File: src/rtl/hs_mem_pkg.sv
// ---------------------------------------------------------------------------
// hs_mem_pkg
// Shared types for the handshake memory bank: the per-channel load FSM and
// the store FSM state enums, plus the saturation limit of the debug counter.
// No ports.
// ---------------------------------------------------------------------------
package hs_mem_pkg;

    typedef enum logic {
        LD_IDLE = 1'b0,
        LD_PEND = 1'b1
    } ld_state_t;

    typedef enum logic {
        ST_IDLE = 1'b0,
        ST_DONE = 1'b1
    } st_state_t;

    localparam logic [31:0] ACC_CNT_MAX = 32'hFFFF_FFFF;

endpackage

File: src/rtl/hs_mem_bank_rr_arbiter.sv
// ---------------------------------------------------------------------------
// rr_arbiter
// Round-robin arbiter over N requesters. At most one grant per cycle. After
// a grant the priority pointer moves to the slot after the winner, so the
// winner becomes lowest priority next time. Pointer resets to slot 0.
//
// Ports
//   clock      in   rising-edge clock
//   reset      in   synchronous active-high reset
//   req_i      in   [N]  request vector
//   gnt_o      out  [N]  one-hot grant (all zero when nobody requests)
//   gnt_any_o  out       a grant is issued this cycle
// ---------------------------------------------------------------------------
module rr_arbiter #(
    parameter int N = 3,
    localparam int IW = (N > 1) ? $clog2(N) : 1
) (
    input  logic         clock,
    input  logic         reset,
    input  logic [N-1:0] req_i,
    output logic [N-1:0] gnt_o,
    output logic         gnt_any_o
);

    logic [IW-1:0] ptr_q;
    logic [IW-1:0] ptr_d;
    logic [IW-1:0] slot;
    logic [IW-1:0] win;
    logic          found;

    // Search starts at the pointer and wraps; the first requester found wins.
    always_comb begin
        gnt_o = '0;
        found = 1'b0;
        win   = '0;
        slot  = '0;
        for (int off = 0; off < N; off++) begin
            slot = IW'((int'(ptr_q) + off) % N);
            if (!found && req_i[slot]) begin
                found       = 1'b1;
                win         = slot;
                gnt_o[slot] = 1'b1;
            end
        end
    end

    assign gnt_any_o = found;

    always_comb begin
        ptr_d = ptr_q;
        if (found) begin
            ptr_d = (win == IW'(N - 1)) ? '0 : win + 1'b1;
        end
    end

    always_ff @(posedge clock) begin
        if (reset) begin
            ptr_q <= '0;
        end else begin
            ptr_q <= ptr_d;
        end
    end

endmodule

File: src/rtl/hs_mem_bank.sv
// ---------------------------------------------------------------------------
// hs_mem_bank
// Single-port DEPTH x DATA_W storage shared by NUM_LD load channels and one
// store channel. Each channel holds at most one outstanding request; idle
// requesters are arbitrated round-robin (store is the last slot), so at most
// one array access happens per cycle. Load data is registered and held until
// taken; a store writes at acceptance and returns a done token. Addresses
// >= DEPTH read as 0 and never write. A backdoor preload port writes the
// array when the bank is quiet. Array contents survive reset.
//
// Ports
//   clock, reset                      clock / synchronous active-high reset
//   ld_addr_i        [NUM_LD*ADDR_W]  per-channel load address
//   ld_addr_valid_i / ld_addr_ready_o [NUM_LD]  address handshake
//   ld_data_o        [NUM_LD*DATA_W]  per-channel registered load data
//   ld_data_valid_o / ld_data_ready_i [NUM_LD]  data handshake
//   st_addr_i, st_data_i, st_valid_i / st_ready_o  store request
//   st_done_valid_o / st_done_ready_i              store completion token
//   wr_en_i, wr_addr_i, wr_data_i                  backdoor preload write
// ---------------------------------------------------------------------------
module hs_mem_bank
    import hs_mem_pkg::*;
#(
    parameter int DATA_W = 32,
    parameter int ADDR_W = 4,
    parameter int DEPTH  = 16,
    parameter int NUM_LD = 2
) (
    input  logic                     clock,
    input  logic                     reset,
    input  logic [NUM_LD*ADDR_W-1:0] ld_addr_i,
    input  logic [NUM_LD-1:0]        ld_addr_valid_i,
    output logic [NUM_LD-1:0]        ld_addr_ready_o,
    output logic [NUM_LD*DATA_W-1:0] ld_data_o,
    output logic [NUM_LD-1:0]        ld_data_valid_o,
    input  logic [NUM_LD-1:0]        ld_data_ready_i,
    input  logic [ADDR_W-1:0]        st_addr_i,
    input  logic [DATA_W-1:0]        st_data_i,
    input  logic                     st_valid_i,
    output logic                     st_ready_o,
    output logic                     st_done_valid_o,
    input  logic                     st_done_ready_i,
    input  logic                     wr_en_i,
    input  logic [ADDR_W-1:0]        wr_addr_i,
    input  logic [DATA_W-1:0]        wr_data_i
);

    localparam int NSLOT  = NUM_LD + 1;
    localparam int MEM_AW = (DEPTH > 1) ? $clog2(DEPTH) : 1;

    if (DEPTH > (2 ** ADDR_W)) begin : g_bad_depth
        $error("hs_mem_bank: DEPTH exceeds the address space");
    end

    ld_state_t         ld_state_q [NUM_LD];
    ld_state_t         ld_state_d [NUM_LD];
    logic [DATA_W-1:0] ld_data_q  [NUM_LD];
    st_state_t         st_state_q;
    st_state_t         st_state_d;
    logic [DATA_W-1:0] mem_q      [DEPTH];
    logic [31:0]       acc_cnt_q;

    logic [NSLOT-1:0]  req;
    logic [NSLOT-1:0]  gnt;
    logic              gnt_any;
    logic [ADDR_W-1:0] rd_addr;
    logic [DATA_W-1:0] rd_data;
    logic              busy;
    logic              st_wr;
    logic              bd_wr;

    function automatic logic in_range(input logic [ADDR_W-1:0] a);
        return 32'(a) < 32'(DEPTH);
    endfunction

    // Only idle requesters compete, so readies never see the downstream
    // data/done ready inputs.
    always_comb begin
        req = '0;
        for (int i = 0; i < NUM_LD; i++) begin
            req[i] = ld_addr_valid_i[i] && (ld_state_q[i] == LD_IDLE);
        end
        req[NUM_LD] = st_valid_i && (st_state_q == ST_IDLE);
    end

    rr_arbiter #(
        .N (NSLOT)
    ) u_arb (
        .clock     (clock),
        .reset     (reset),
        .req_i     (req),
        .gnt_o     (gnt),
        .gnt_any_o (gnt_any)
    );

    assign ld_addr_ready_o = gnt[NUM_LD-1:0];
    assign st_ready_o      = gnt[NUM_LD];

    // Read port: address of whichever load channel won this cycle.
    always_comb begin
        rd_addr = '0;
        for (int i = 0; i < NUM_LD; i++) begin
            if (gnt[i]) begin
                rd_addr = ld_addr_i[i*ADDR_W +: ADDR_W];
            end
        end
        rd_data = in_range(rd_addr) ? mem_q[rd_addr[MEM_AW-1:0]] : '0;
    end

    // The backdoor also stands down when a grant is issued in the same cycle,
    // keeping the array to one access per cycle.
    assign busy  = (|ld_data_valid_o) || (st_state_q == ST_DONE);
    assign st_wr = gnt[NUM_LD] && in_range(st_addr_i);
    assign bd_wr = wr_en_i && !busy && !gnt_any && in_range(wr_addr_i);

    always_comb begin
        for (int i = 0; i < NUM_LD; i++) begin
            ld_state_d[i] = ld_state_q[i];
            case (ld_state_q[i])
                LD_IDLE: if (gnt[i]) ld_state_d[i] = LD_PEND;
                LD_PEND: if (ld_data_ready_i[i]) ld_state_d[i] = LD_IDLE;
                default: ld_state_d[i] = LD_IDLE;
            endcase
        end
        st_state_d = st_state_q;
        case (st_state_q)
            ST_IDLE: if (gnt[NUM_LD]) st_state_d = ST_DONE;
            ST_DONE: if (st_done_ready_i) st_state_d = ST_IDLE;
            default: st_state_d = ST_IDLE;
        endcase
    end

    always_ff @(posedge clock) begin
        if (reset) begin
            for (int i = 0; i < NUM_LD; i++) begin
                ld_state_q[i] <= LD_IDLE;
                ld_data_q[i]  <= '0;
            end
            st_state_q <= ST_IDLE;
            acc_cnt_q  <= '0;
        end else begin
            for (int i = 0; i < NUM_LD; i++) begin
                ld_state_q[i] <= ld_state_d[i];
                if (gnt[i]) begin
                    ld_data_q[i] <= rd_data;
                end
            end
            st_state_q <= st_state_d;
            if (gnt_any && (acc_cnt_q != ACC_CNT_MAX)) begin
                acc_cnt_q <= acc_cnt_q + 32'd1;
            end
        end
    end

    // Storage is not reset; writes are blocked while reset is high so a
    // handshake that coincides with reset leaves the array untouched.
    always_ff @(posedge clock) begin
        if (!reset) begin
            if (st_wr) begin
                mem_q[st_addr_i[MEM_AW-1:0]] <= st_data_i;
            end else if (bd_wr) begin
                mem_q[wr_addr_i[MEM_AW-1:0]] <= wr_data_i;
            end
        end
    end

    always_comb begin
        for (int i = 0; i < NUM_LD; i++) begin
            ld_data_o[i*DATA_W +: DATA_W] = ld_data_q[i];
            ld_data_valid_o[i]            = (ld_state_q[i] == LD_PEND);
        end
    end

    assign st_done_valid_o = (st_state_q == ST_DONE);

endmodule

File: config.mk
export PLATFORM = sky130hd
export DESIGN_NAME = hs_mem_bank
export DESIGN_NICKNAME = d
export VERILOG_FILES = /design/src/rtl/hs_mem_pkg.sv /design/src/rtl/hs_mem_bank_rr_arbiter.sv /design/src/rtl/hs_mem_bank.sv
export SDC_FILE = /design/constraint.sdc
export NUM_CORES = 1
export LEC_CHECK = 0
export BUFFER_PORTS_ARGS = -buffer_cell sky130_fd_sc_hd__buf_2
export CAP_MARGIN = 20
export CORE_UTILIZATION = 45
export CTS_BUF_LIST = sky130_fd_sc_hd__clkbuf_2 sky130_fd_sc_hd__clkbuf_4 sky130_fd_sc_hd__clkbuf_8
export CTS_CLUSTER_SIZE = 30
export DETAILED_ROUTE_END_ITERATION = 6
export GPL_TIMING_DRIVEN = 0
export SLEW_MARGIN = 20
export SYNTH_ARGS = -nofsm -noshare
export SYNTH_HDL_FRONTEND = slang
export SYNTH_HIERARCHICAL = 1
export SYNTH_SLANG_ARGS = --single-unit
File: constraint.sdc
create_clock -name clock -period 10.2 [get_ports clock]
set_clock_uncertainty 0.1 [all_clocks]
set_input_delay 1.53 -clock clock [delete_from_list [all_inputs] [get_ports clock]]
set_output_delay 1.53 -clock clock [all_outputs]
set_load 0.02 [all_outputs]
==> results of run 1 <==
[critical path, stage by stage]
cell and delay, ps:
sky130_fd_sc_hd__buf_2 80, sky130_fd_sc_hd__nor2b_1 560, sky130_fd_sc_hd__mux2i_1 220, sky130_fd_sc_hd__o21ai_0 320, sky130_fd_sc_hd__a211oi_1 130, sky130_fd_sc_hd__a21oi_1 390, sky130_fd_sc_hd__nor2_1 150, sky130_fd_sc_hd__nand3_1 290
sky130_fd_sc_hd__buf_2 410, sky130_fd_sc_hd__a31oi_1 400, sky130_fd_sc_hd__nor2_4 730, sky130_fd_sc_hd__buf_16 250
[routing by layer]
metal  share of wire  global-route usage
met4           0.039               0.114
met5               0                   0
met2            0.49               0.419
met3           0.069              0.0466
met1            0.40               0.318
[path summary, 6_finish.rpt]
| kind | endpoint | start | slack (ps) | cells past startpoint |
|---|---|---|---|---|
| setup / recovery | mem_q[13][20] | ld_addr_valid_i[0] | 4980 | 12 |
| hold / removal | st_done_valid_o | st_done_valid_o | 420 | 1 |
| setup reg to reg | mem_q[13][20] | ld_state_q[0][0] | 5570 | 11 |
| hold reg to reg | st_done_valid_o | st_done_valid_o | 420 | 1 |
[cells in the final DEF, fill, tap and decap left out, types with 10 or more instances in the layout]
cell,n
sky130_fd_sc_hd__edfxtp_1,576
sky130_fd_sc_hd__buf_2,222
sky130_fd_sc_hd__nand2_1,100
sky130_fd_sc_hd__clkbuf_8,97
sky130_fd_sc_hd__mux2i_1,81
sky130_fd_sc_hd__a211oi_1,72
sky130_fd_sc_hd__o21ai_0,70
sky130_fd_sc_hd__and3_1,69
sky130_fd_sc_hd__a32oi_1,60
sky130_fd_sc_hd__a31oi_1,36
sky130_fd_sc_hd__nand3_1,34
sky130_fd_sc_hd__mux2_2,32
sky130_fd_sc_hd__o22a_1,30
sky130_fd_sc_hd__clkbuf_1,28
sky130_fd_sc_hd__clkbuf_4,26
sky130_fd_sc_hd__clkinv_1,22
sky130_fd_sc_hd__o21ai_1,20
sky130_fd_sc_hd__a21oi_1,19
sky130_fd_sc_hd__nor2_4,17
sky130_fd_sc_hd__a221oi_1,16
sky130_fd_sc_hd__a311oi_1,16
sky130_fd_sc_hd__a221o_1,16
sky130_fd_sc_hd__a22oi_1,15
sky130_fd_sc_hd__buf_16,14
sky130_fd_sc_hd__clkinv_2,13
sky130_fd_sc_hd__buf_6,12
sky130_fd_sc_hd__buf_4,12
sky130_fd_sc_hd__inv_1,10
[report_power, final]
group	total, mW	internal (mW)	leakage, nW	switching [mW]
Clock	1.97	1.03	0.946	0.937
Sequential	3.01	2.96	5.33	0.0457
Combinational	3.88	1.21	3.14	2.67
Total	8.86	5.20	9.42	3.65
[registers in the layout (all words and copies together), names as in the netlist]
register	count
ld_data_q	64
u_arb/ptr_q	2
mem_q	512
st_done_valid_o	1
ld_state_q	2
[metrics by stage]
stage	cell area [um^2]	hold WS, ps
global placement	25300	405
detailed placement	25900	421
global route	27700	444
finish	27700	424
floorplan	23600	490
CTS	27700	429
[area by class of cell]
| cell class | count | area (um^2) | share of cell area |
|---|---|---|---|
| Sequential cell | 581 | 17400 | 0.627 |
| Clock buffer | 123 | 1530 | 0.0552 |
| Timing Repair Buffer | 179 | 1320 | 0.0474 |
| Clock inverter | 45 | 274 | 0.00988 |
| Inverter | 10 | 37.5 | 0.00135 |
| Multi-Input combinational cell | 782 | 5680 | 0.205 |
| Buffer | 116 | 651 | 0.0235 |
| Antenna cell | 1 | 2.50 | 0.0000902 |
| Tap cell | 680 | 851 | 0.0307 |
[logic make-up after synthesis]
family          synth area share
mux                       0.0505
compound gates             0.124
simple gates              0.0589
flops                      0.736
buf+inv                   0.0291
fa+ha+maj                0.00212
==> summary.md, run 1 <==
| Metric | Value |
|---|---|
| Min Tclk post-route | `5220 ps` |
| Synth top area share | `0.732` |
| Overall power consumption | `8.86 mW` |
| Buffer depth of the longest clock path | `3` |
| Type of destination of the critical path | `flip-flop` |
| Avg Cell Area, Syn | `15.9 um^2` |
| All-Layer GR Usage | `0.251` |
| Startpoint kind of the worst setup timing path | `input pin` |
| Number of cells produced by synthesis | `1489` |
| Area of the core | `0.0516 mm^2` |
| Worst path required time | `10480 ps` |
| Dominant cell by count in the synthesized netlist | `sky130_fd_sc_hd__edfxtp_1` |
| Post-route clock period utilization | `0.512` |
| Overall via count from detail_route | `15024` |
| Relative max-transition margin | `0.338` |
| Count of buffers added by post-CTS timing repair for setup | `0` |
| Power Density | `319 mW/mm^2` |
| ANT nets after route | `0` |
| Num ports | `159` |
| # fillers | `4194` |
| Per-cell routed wire length | `26.6 um` |
| H-Tree Depth | `3` |
| Worst-Skew Late Latency | `720 ps` |
| Hold-fix buffer count after cts | `0` |
| Violation count after the first detailed-routing iteration | `1407` |
| Leak Pwr | `9.42 nW` |
| Final Net Count | `1859` |
| Largest fanout on the critical path | `17` |
| Dominant cells by area after synthesis | `sky130_fd_sc_hd__edfxtp_1 (73%), sky130_fd_sc_hd__mux2i_1 (3.4%), sky130_fd_sc_hd__a211oi_1 (2.3%)` |
| Share of final-layout standard cells stronger than drive strength 1 | `0.262` |
| Clock tree from TritonCTS | `built` |
| Input/output buffers | `158` |
| Synth async-reset ratio | `0` |
| Number of global-route vias before repair | `14872` |
| Largest area contributor in the netlist | `sky130_fd_sc_hd__edfxtp_1` |
| Pins over their slew limit | `0` |
| Final RePlAce weighted congestion | `0.829` |
| Post-synthesis cell type count | `61` |
| Core Util, Final | `0.538` |
| Total of cells resized after clock tree synthesis | `0` |
| Clock-pin slew reported for the worst setup and hold paths after clock tree synthesis | `50 ps` |
| Outcome | `complete, no violations` |
| Maximum ir drop on the vdd rail | `0.178 mV` |
| Largest net degree at the start of global routing | `33` |
| Sequential share of the synthesized area | `0.736` |
| CTS Buf Count | `96` |
| Tightest Pin Transition | `990 ps` |
| Synthesis-to-layout area growth | `17.3%` |
| Initial standard-cell utilization of the core | `0.458` |
| Total wirelength of the detailed-routed design | `67.0 mm` |
| Number of enable flip-flop cells after synthesis | `576` |
| Synthesized flop and latch total | `581` |
| Total negative setup slack | `0 ps` |
| Clock tree root buffer cell | `sky130_fd_sc_hd__clkbuf_8` |
| 1st-pass router iterations | `5` |
| Number of warnings printed during yosys synthesis | `6` |
| Worst setup slack before clock tree synthesis | `4440 ps` |
| Number of max-cap violations | `0` |
| Final cell count without fillers | `2517` |
| Dpl cells | `2348` |
| Via density per instance | `5.97` |
| Data arrival time of the worst path | `5500 ps` |
| Syn Nets | `1582` |
| Commonest cells in the synthesized netlist | `sky130_fd_sc_hd__edfxtp_1 (576), sky130_fd_sc_hd__nand2_1 (100), sky130_fd_sc_hd__mux2i_1 (81)` |
| Die Span X | `231 um` |
| Maximum operating frequency | `192 MHz` |
| Placed wire-length estimate | `43.6 mm` |
| # DRC | `0` |
| Floorplan die height | `231 um` |
| Number of setup violations in the final report | `0` |
| Final Hold Vio Count | `0` |
| Count of clock tree sinks | `581` |
| Std cell rows | `83` |
| Antenna violations before repair | `4` |
| Worst hold-check path type | `reg -> reg` |
| Critical setup path kind | `in -> reg` |
| Post-route worst setup slack | `4980 ps` |
| DIE AREA | `0.0535 mm^2` |
| Top_reg_cell synth | `sky130_fd_sc_hd__edfxtp_1` |
| Sum of overflow across all layers after global routing | `0` |
| First-pass GRT wire length | `97.1 mm` |
| Synthesized cell area | `0.0236 mm^2` |
| Unrepaired setup endpoints after global routing | `false` |
(Power assumes the default switching activity.)
==> run 2: changes to the inputs <==
- ABC_AREA: not set -> 1
- clock period: 10.2 -> 4.9 ns (I/O delays scaled with it)
==> summary.md, run 2 <==
| Metric | Value |
|---|---|
| Outcome | `complete, no violations` |
| Commonest cells in the synthesized netlist | `sky130_fd_sc_hd__nand2_1 (595), sky130_fd_sc_hd__edfxtp_1 (576), sky130_fd_sc_hd__nand3_1 (408)` |
| Largest fanout on the critical path | `10` |
| Data arrival time of the worst path | `4990 ps` |
| Antenna violations before repair | `0` |
| Per-cell routed wire length | `23.6 um` |
| Avg Cell Area, Syn | `12.1 um^2` |
| Register area | `0.0174 mm^2` |
| ANT nets after route | `0` |
| Hold Startpoint | `st_done_ready_i` |
| Largest net degree at the start of global routing | `33` |
| Num ports | `159` |
| Sequential share of the synthesized area | `0.735` |
| Antenna diode count | `0` |
| Combined area of the multi-input logic cells | `0.00566 mm^2` |
| Overall via count from detail_route | `16541` |
| Dpl cells | `2808` |
| Count of clock tree sinks | `581` |
| Clock-pin slew reported for the worst setup and hold paths after clock tree synthesis | `60 ps` |
| Min Tclk post-route | `4670 ps` |
| Tightest Pin Transition | `1070 ps` |
| Worst hold-check path type | `in -> reg` |
| Core Util, Final | `0.537` |
| Placed wire-length estimate | `45.2 mm` |
| Relative max-transition margin | `0.284` |
| Hold-fix buffer count after cts | `0` |
| Initial standard-cell utilization of the core | `0.459` |
| Synth Area in Simple Gates | `0.200` |
| Clock tree root buffer cell | `sky130_fd_sc_hd__clkbuf_8` |
| Synthesized-area fraction occupied by ao, oa, aoi and oai cells | `0.0164` |
| Register-to-register setup slack | `230 ps` |
| Number of warnings printed during yosys synthesis | `6` |
| Critical setup path kind | `reg -> reg` |
| Total wirelength of the detailed-routed design | `70.4 mm` |
| Number of max-cap violations | `0` |
| Final Hold Vio Count | `0` |
| Commonest non-fill, non-tap cell in the layout | `sky130_fd_sc_hd__nand2_1` |
| Final RePlAce weighted congestion | `0.846` |
| All-Layer GR Usage | `0.265` |
| Largest register FFs | `512` |
| Violation count after the first detailed-routing iteration | `1599` |
| Power Density | `763 mW/mm^2` |
| Top_reg_cell synth | `sky130_fd_sc_hd__edfxtp_1` |
| Buffer depth of the longest clock path | `3` |
| Syn Nets | `2047` |
| Maximum operating frequency | `214 MHz` |
| Largest area contributor in the netlist | `sky130_fd_sc_hd__edfxtp_1` |
| Worst path required time | `5230 ps` |
| 1st-pass router iterations | `5` |
| Synthesized cell area | `0.0237 mm^2` |
| Dominant cell by count in the synthesized netlist | `sky130_fd_sc_hd__nand2_1` |
| Timing startpoint of the critical path | `u_arb/ptr_q[0]` |
| Pins over their slew limit | `0` |
| # DRC | `0` |
| Die Span X | `231 um` |
| Floorplan die height | `231 um` |
| Sum of overflow across all layers after global routing | `0` |
| Startpoint kind of the worst setup timing path | `flip-flop` |
| # fillers | `4373` |
| Share of final-layout standard cells stronger than drive strength 1 | `0.206` |
| Final Net Count | `2323` |
| Std cell rows | `83` |
| Overall power consumption | `21.2 mW` |
| Clock tree from TritonCTS | `built` |
| Via density per instance | `5.55` |
| Final cell count without fillers | `2983` |
| Worst R2R Start | `u_arb/ptr_q[0]` |
| Post-route clock period utilization | `0.953` |
| Mux cell area share after synthesis | `0.0152` |
| Number of enable flip-flop cells after synthesis | `576` |
| Area of the core | `0.0516 mm^2` |
| Type of destination of the critical path | `flip-flop` |
| Number of setup violations in the final report | `0` |
| Worst-Skew Late Latency | `680 ps` |
| Leak Pwr | `10.3 nW` |
| Unrepaired setup endpoints after global routing | `false` |
| Synth top area share | `0.731` |
| Synthesized flop and latch total | `581` |
| Number of global-route vias before repair | `15950` |
| Commonest cells after routing, fill and taps aside | `sky130_fd_sc_hd__nand2_1 (593), sky130_fd_sc_hd__edfxtp_1 (576), sky130_fd_sc_hd__nand3_1 (408)` |
| CTS Buf Count | `95` |
| Post-synthesis share of cell area spent on full adders, half adders and majority gates | `0.00211` |
| Maximum ir drop on the vdd rail | `0.539 mV` |
| Share of the synthesized netlist area taken by xor and xnor gates | `0` |
| Combinational family with the most area after synthesis | `simple AND/OR/NAND/NOR gates` |
| Number of cells produced by synthesis | `1954` |
| First-pass GRT wire length | `102 mm` |
| Input/output buffers | `158` |
| Synth async-reset ratio | `0` |
| Post-synthesis cell type count | `30` |
| Dominant cells by area after synthesis | `sky130_fd_sc_hd__edfxtp_1 (73%), sky130_fd_sc_hd__nand2_1 (9.4%), sky130_fd_sc_hd__nand3_1 (8.6%)` |
| H-Tree Depth | `3` |
| DIE AREA | `0.0535 mm^2` |
| Synthesis-to-layout area growth | `17.2%` |
-- run 2: layout make-up --
| type | count | area share |
|---|---|---|
| clock inverters | 39 | 0.00988 |
| clock buffers | 131 | 0.0571 |
| well taps | 680 | 0.0307 |
| plain buffers | 111 | 0.0212 |
| multi-input cells | 1219 | 0.204 |
| inverters | 43 | 0.00582 |
| flip-flops and latches | 581 | 0.627 |
| repair buffers | 179 | 0.0442 |
-- run 2: stage by stage --
step	hold slack, ps	setup TNS, ps	worst slack, ps	area [um^2]
final	148	0	232	27700
after floorplan	445	0	294	23700
after CTS	101	0	269	27700
after global placement	388	-899230	-1980	25300
after detailed placement	400	0	14.2	25800
after global routing	132	0	12.2	27700
-- run 2: where the power goes --
part           leakage (nW)  internal (mW)  total [mW]  switching [mW]
sequential             5.33           6.19        6.29          0.0962
combinational          3.99           2.86        10.7            7.85
clock                 0.973           2.25        4.17            1.92
-- run 2: critical path: stages, from the launching register on --
cell                       delay, ps
sky130_fd_sc_hd__dfxtp_1         370
sky130_fd_sc_hd__inv_1            80
sky130_fd_sc_hd__ha_1            390
sky130_fd_sc_hd__o21ai_0         310
sky130_fd_sc_hd__nand2_2         140
sky130_fd_sc_hd__nand2_2         110
sky130_fd_sc_hd__nor2_4           40
sky130_fd_sc_hd__nand2_1          50
sky130_fd_sc_hd__o211ai_1        280
sky130_fd_sc_hd__inv_1           230
sky130_fd_sc_hd__nor2_1           80
sky130_fd_sc_hd__a22oi_1         750
sky130_fd_sc_hd__inv_1           440
sky130_fd_sc_hd__clkbuf_1        470
sky130_fd_sc_hd__nand2_1         180
sky130_fd_sc_hd__nor2_1           80
sky130_fd_sc_hd__nor2_1          320
-- run 2: layer usage --
metal	GRT usage	vias up	routed length [um]
li1	-	7474	-
met3	0.0511	128	6090
met4	0.111	0	2360
met5	0	-	0
met2	0.432	845	33600
met1	0.346	8094	28300
-- run 2: path summary, 6_finish.rpt --
check / depth (start not counted) / end
worst max-delay path: 16 / ld_data_q[0][11]
worst min-delay path: 2 / st_done_valid_o
worst max register to register: 16 / ld_data_q[0][11]
worst min register to register: 1 / st_done_valid_o
-- run 2: what timing repair did --
action | in CTS | in global routing
setup buffers | 0 | 5
resized for setup | 0 | 0
setup endpoints to repair | 0 | 35
-- run 2: cell families (layout without fill, tap and decap cells) --
kind of cell	count (synthesis)	in the layout
mux	32	32
flops	581	581
simple gates	1108	1108
compound gates	75	75
fa+ha+maj	4	4
buf+inv	154	503
==> run 3: changes to the inputs <==
- CORE_ASPECT_RATIO: not set -> 0.8
- CTS_BUF_LIST: sky130_fd_sc_hd__clkbuf_2 sky130_fd_sc_hd__clkbuf_4 sky130_fd_sc_hd__clkbuf_8 -> sky130_fd_sc_hd__clkbuf_4
==> summary.md, run 3 (same netlist as run 2, synthesis figures left out) <==
| Metric | Value |
|---|---|
| H-Tree Depth | `4` |
| Num ports | `159` |
| Clock network fraction of total power | `0.194` |
| Area after DPL | `0.0260 mm^2` |
| Fraction of power consumed by sequential logic | `0.298` |
| Area of the core | `0.0515 mm^2` |
| Most used routing layer in global routing | `met2` |
| ANT nets after route | `0` |
| Cell area after layout | `0.0279 mm^2` |
| Worst-Skew Late Latency | `870 ps` |
| Initial standard-cell utilization of the core | `0.460` |
| Net switching fraction of the power | `0.469` |
| Number of max-cap violations | `0` |
| Maximum ir drop on the vdd rail | `0.507 mV` |
| Antenna violations before repair | `3` |
| Per-cell routed wire length | `22.7 um` |
| Post-route worst setup slack | `349 ps` |
| # DRC | `0` |
| Outcome | `complete, no violations` |
| Net switching power figure | `9.89 mW` |
| Most used cell, CP | `sky130_fd_sc_hd__nand2_1` |
| Share of final-layout standard cells stronger than drive strength 1 | `0.234` |
| Largest register FFs | `512` |
| Input/output buffers | `158` |
| Relative max-transition margin | `0.225` |
| Total wirelength of the detailed-routed design | `69.8 mm` |
| Dpl cells | `2818` |
| Via density per instance | `5.49` |
| DIE AREA | `0.0535 mm^2` |
| Unrepaired setup endpoints after global routing | `false` |
| Tightest Pin Transition | `1160 ps` |
| Commonest cells after routing, fill and taps aside | `sky130_fd_sc_hd__nand2_1 (593), sky130_fd_sc_hd__edfxtp_1 (576), sky130_fd_sc_hd__nand3_1 (408)` |
| # fillers | `4491` |
| First-pass GRT wire length | `102 mm` |
| Largest net degree at the start of global routing | `33` |
| Buffer depth of the longest clock path | `3` |
| Leak Pwr | `10.5 nW` |
| Power Density | `756 mW/mm^2` |
| Worst hold-check path type | `in -> reg` |
| Number of setup violations in the final report | `0` |
| Final hold slack | `166 ps` |
| Placed wire-length estimate | `45.4 mm` |
| Overall via count from detail_route | `16905` |
| Total of cells resized after clock tree synthesis | `0` |
| Slowest Stage Delay on Critical Path | `700 ps` |
| Family with the most delay on the worst path | `simple AND/OR/NAND/NOR gates` |
| All-Layer GR Usage | `0.263` |
| Buf/Inv on CP | `4` |
| Maximum operating frequency | `220 MHz` |
| Floorplan die height | `207 um` |
| Startpoint kind of the worst setup timing path | `flip-flop` |
| Final Net Count | `2382` |
| Pins over their slew limit | `0` |
| Violation count after the first detailed-routing iteration | `1835` |
| Final RePlAce weighted congestion | `0.865` |
| Type of destination of the critical path | `flip-flop` |
| Hold-fix buffer count after cts | `3` |
| Logic pwr share | `0.508` |
| Count of clock tree sinks | `581` |
| 1st-pass router iterations | `6` |
| Met2 usage | `0.408` |
| Cell with the largest stage delay on the worst path | `sky130_fd_sc_hd__nor2_4` |
| Min Tclk post-route | `4550 ps` |
| CTS Buf Count | `149` |
| Synthesis-to-layout area growth | `17.9%` |
| Clock tree root buffer cell | `sky130_fd_sc_hd__clkbuf_4` |
| Die Span X | `258 um` |
| Post-route clock period utilization | `0.929` |
| Commonest non-fill, non-tap cell in the layout | `sky130_fd_sc_hd__nand2_1` |
| Met1 Use GR | `0.359` |
| Largest fanout on the critical path | `17` |
| Count of buffers added by post-CTS timing repair for setup | `0` |
| Critical setup path kind | `reg -> reg` |
| Clock tree from TritonCTS | `built` |
| Sum of overflow across all layers after global routing | `0` |
| Data arrival time of the worst path | `4990 ps` |
| Register area | `0.0174 mm^2` |
| Final cell count without fillers | `3080` |
| Internal power contribution | `11.2 mW` |
| Critical Path, Cell by Cell | `inv_1, ha_1, inv_2, nand2_1, nand3_2, nand2_2, nand3_1, o221ai_1, nor4_2, nand2_2, nand2_1, nand2_1, inv_1, nand3_1, nor2_4, buf_16` |
| Final Hold Vio Count | `0` |
| Std cell rows | `74` |
| Met3 track demand over resource in global routing | `0.0710` |
| Worst path required time | `5340 ps` |
| Clock-pin slew reported for the worst setup and hold paths after clock tree synthesis | `50 ps` |
| Combined area of the multi-input logic cells | `0.00566 mm^2` |
| Worst setup slack before clock tree synthesis | `-3.70 ps` |
| Number of global-route vias before repair | `16417` |
run 3: changes by cell type in the layout (fill, tap and decap cells not counted), sizes merged:
cell	before	now
clkinv	32	34
clkbuf	156	239
clkinvlp	4	1
inv	43	46
buf	265	267
diode	0	3
dlygate4sd3	0	3
run 3: metrics by stage:
stage	setup TNS (ps)	power, mW	util
2_1_floorplan	0	12.9	-
3_3_place_gp	-902790	16.7	0.492
3_5_place_dp	-7.40	16.9	0.505
4_1_cts	0	21.0	0.542
5_1_grt	0	22.3	0.542
6_report	0	21.1	0.542
run 3: cell type report:
cell class	instances	share of cell area
flip-flops and latches	581	0.623
well taps	684	0.0307
multi-input cells	1219	0.203
clock inverters	41	0.00887
diodes	3	0.000269
repair buffers	184	0.0499
inverters	43	0.00578
plain buffers	111	0.0210
clock buffers	214	0.0575
run 3: power by group through the flow:
stage | combinational [mW] | sequential, mW | clock [mW]
floorplan | 6.11 | 6.74 | 0
global placement | 10.3 | 6.41 | 0
detailed placement | 10.5 | 6.39 | 0
CTS | 10.6 | 6.29 | 4.16
global route | 11.6 | 6.32 | 4.43
finish | 10.7 | 6.29 | 4.09
run 3: tightest hold or removal path: stages:
cell                      delay, ps
sky130_fd_sc_hd__buf_2          120
sky130_fd_sc_hd__inv_1           70
sky130_fd_sc_hd__o21ai_0         80
sky130_fd_sc_hd__a21oi_1         50
run 3: worst paths after layout:
| path | from | to | slack, ps | cells after the start |
|---|---|---|---|---|
| hold / removal | reset | u_arb/ptr_q[1] | 170 | 4 |
| hold reg to reg | st_done_valid_o | st_done_valid_o | 410 | 1 |
| setup reg to reg | u_arb/ptr_q[0] | mem_q[9][15] | 350 | 16 |
| setup / recovery | u_arb/ptr_q[0] | mem_q[9][15] | 350 | 16 |
run 3: metal layers:
layer	wire length, um	share of wire
met2	32100	0.46
met1	28500	0.41
met4	1680	0.024
met5	0	0
met3	7510	0.11
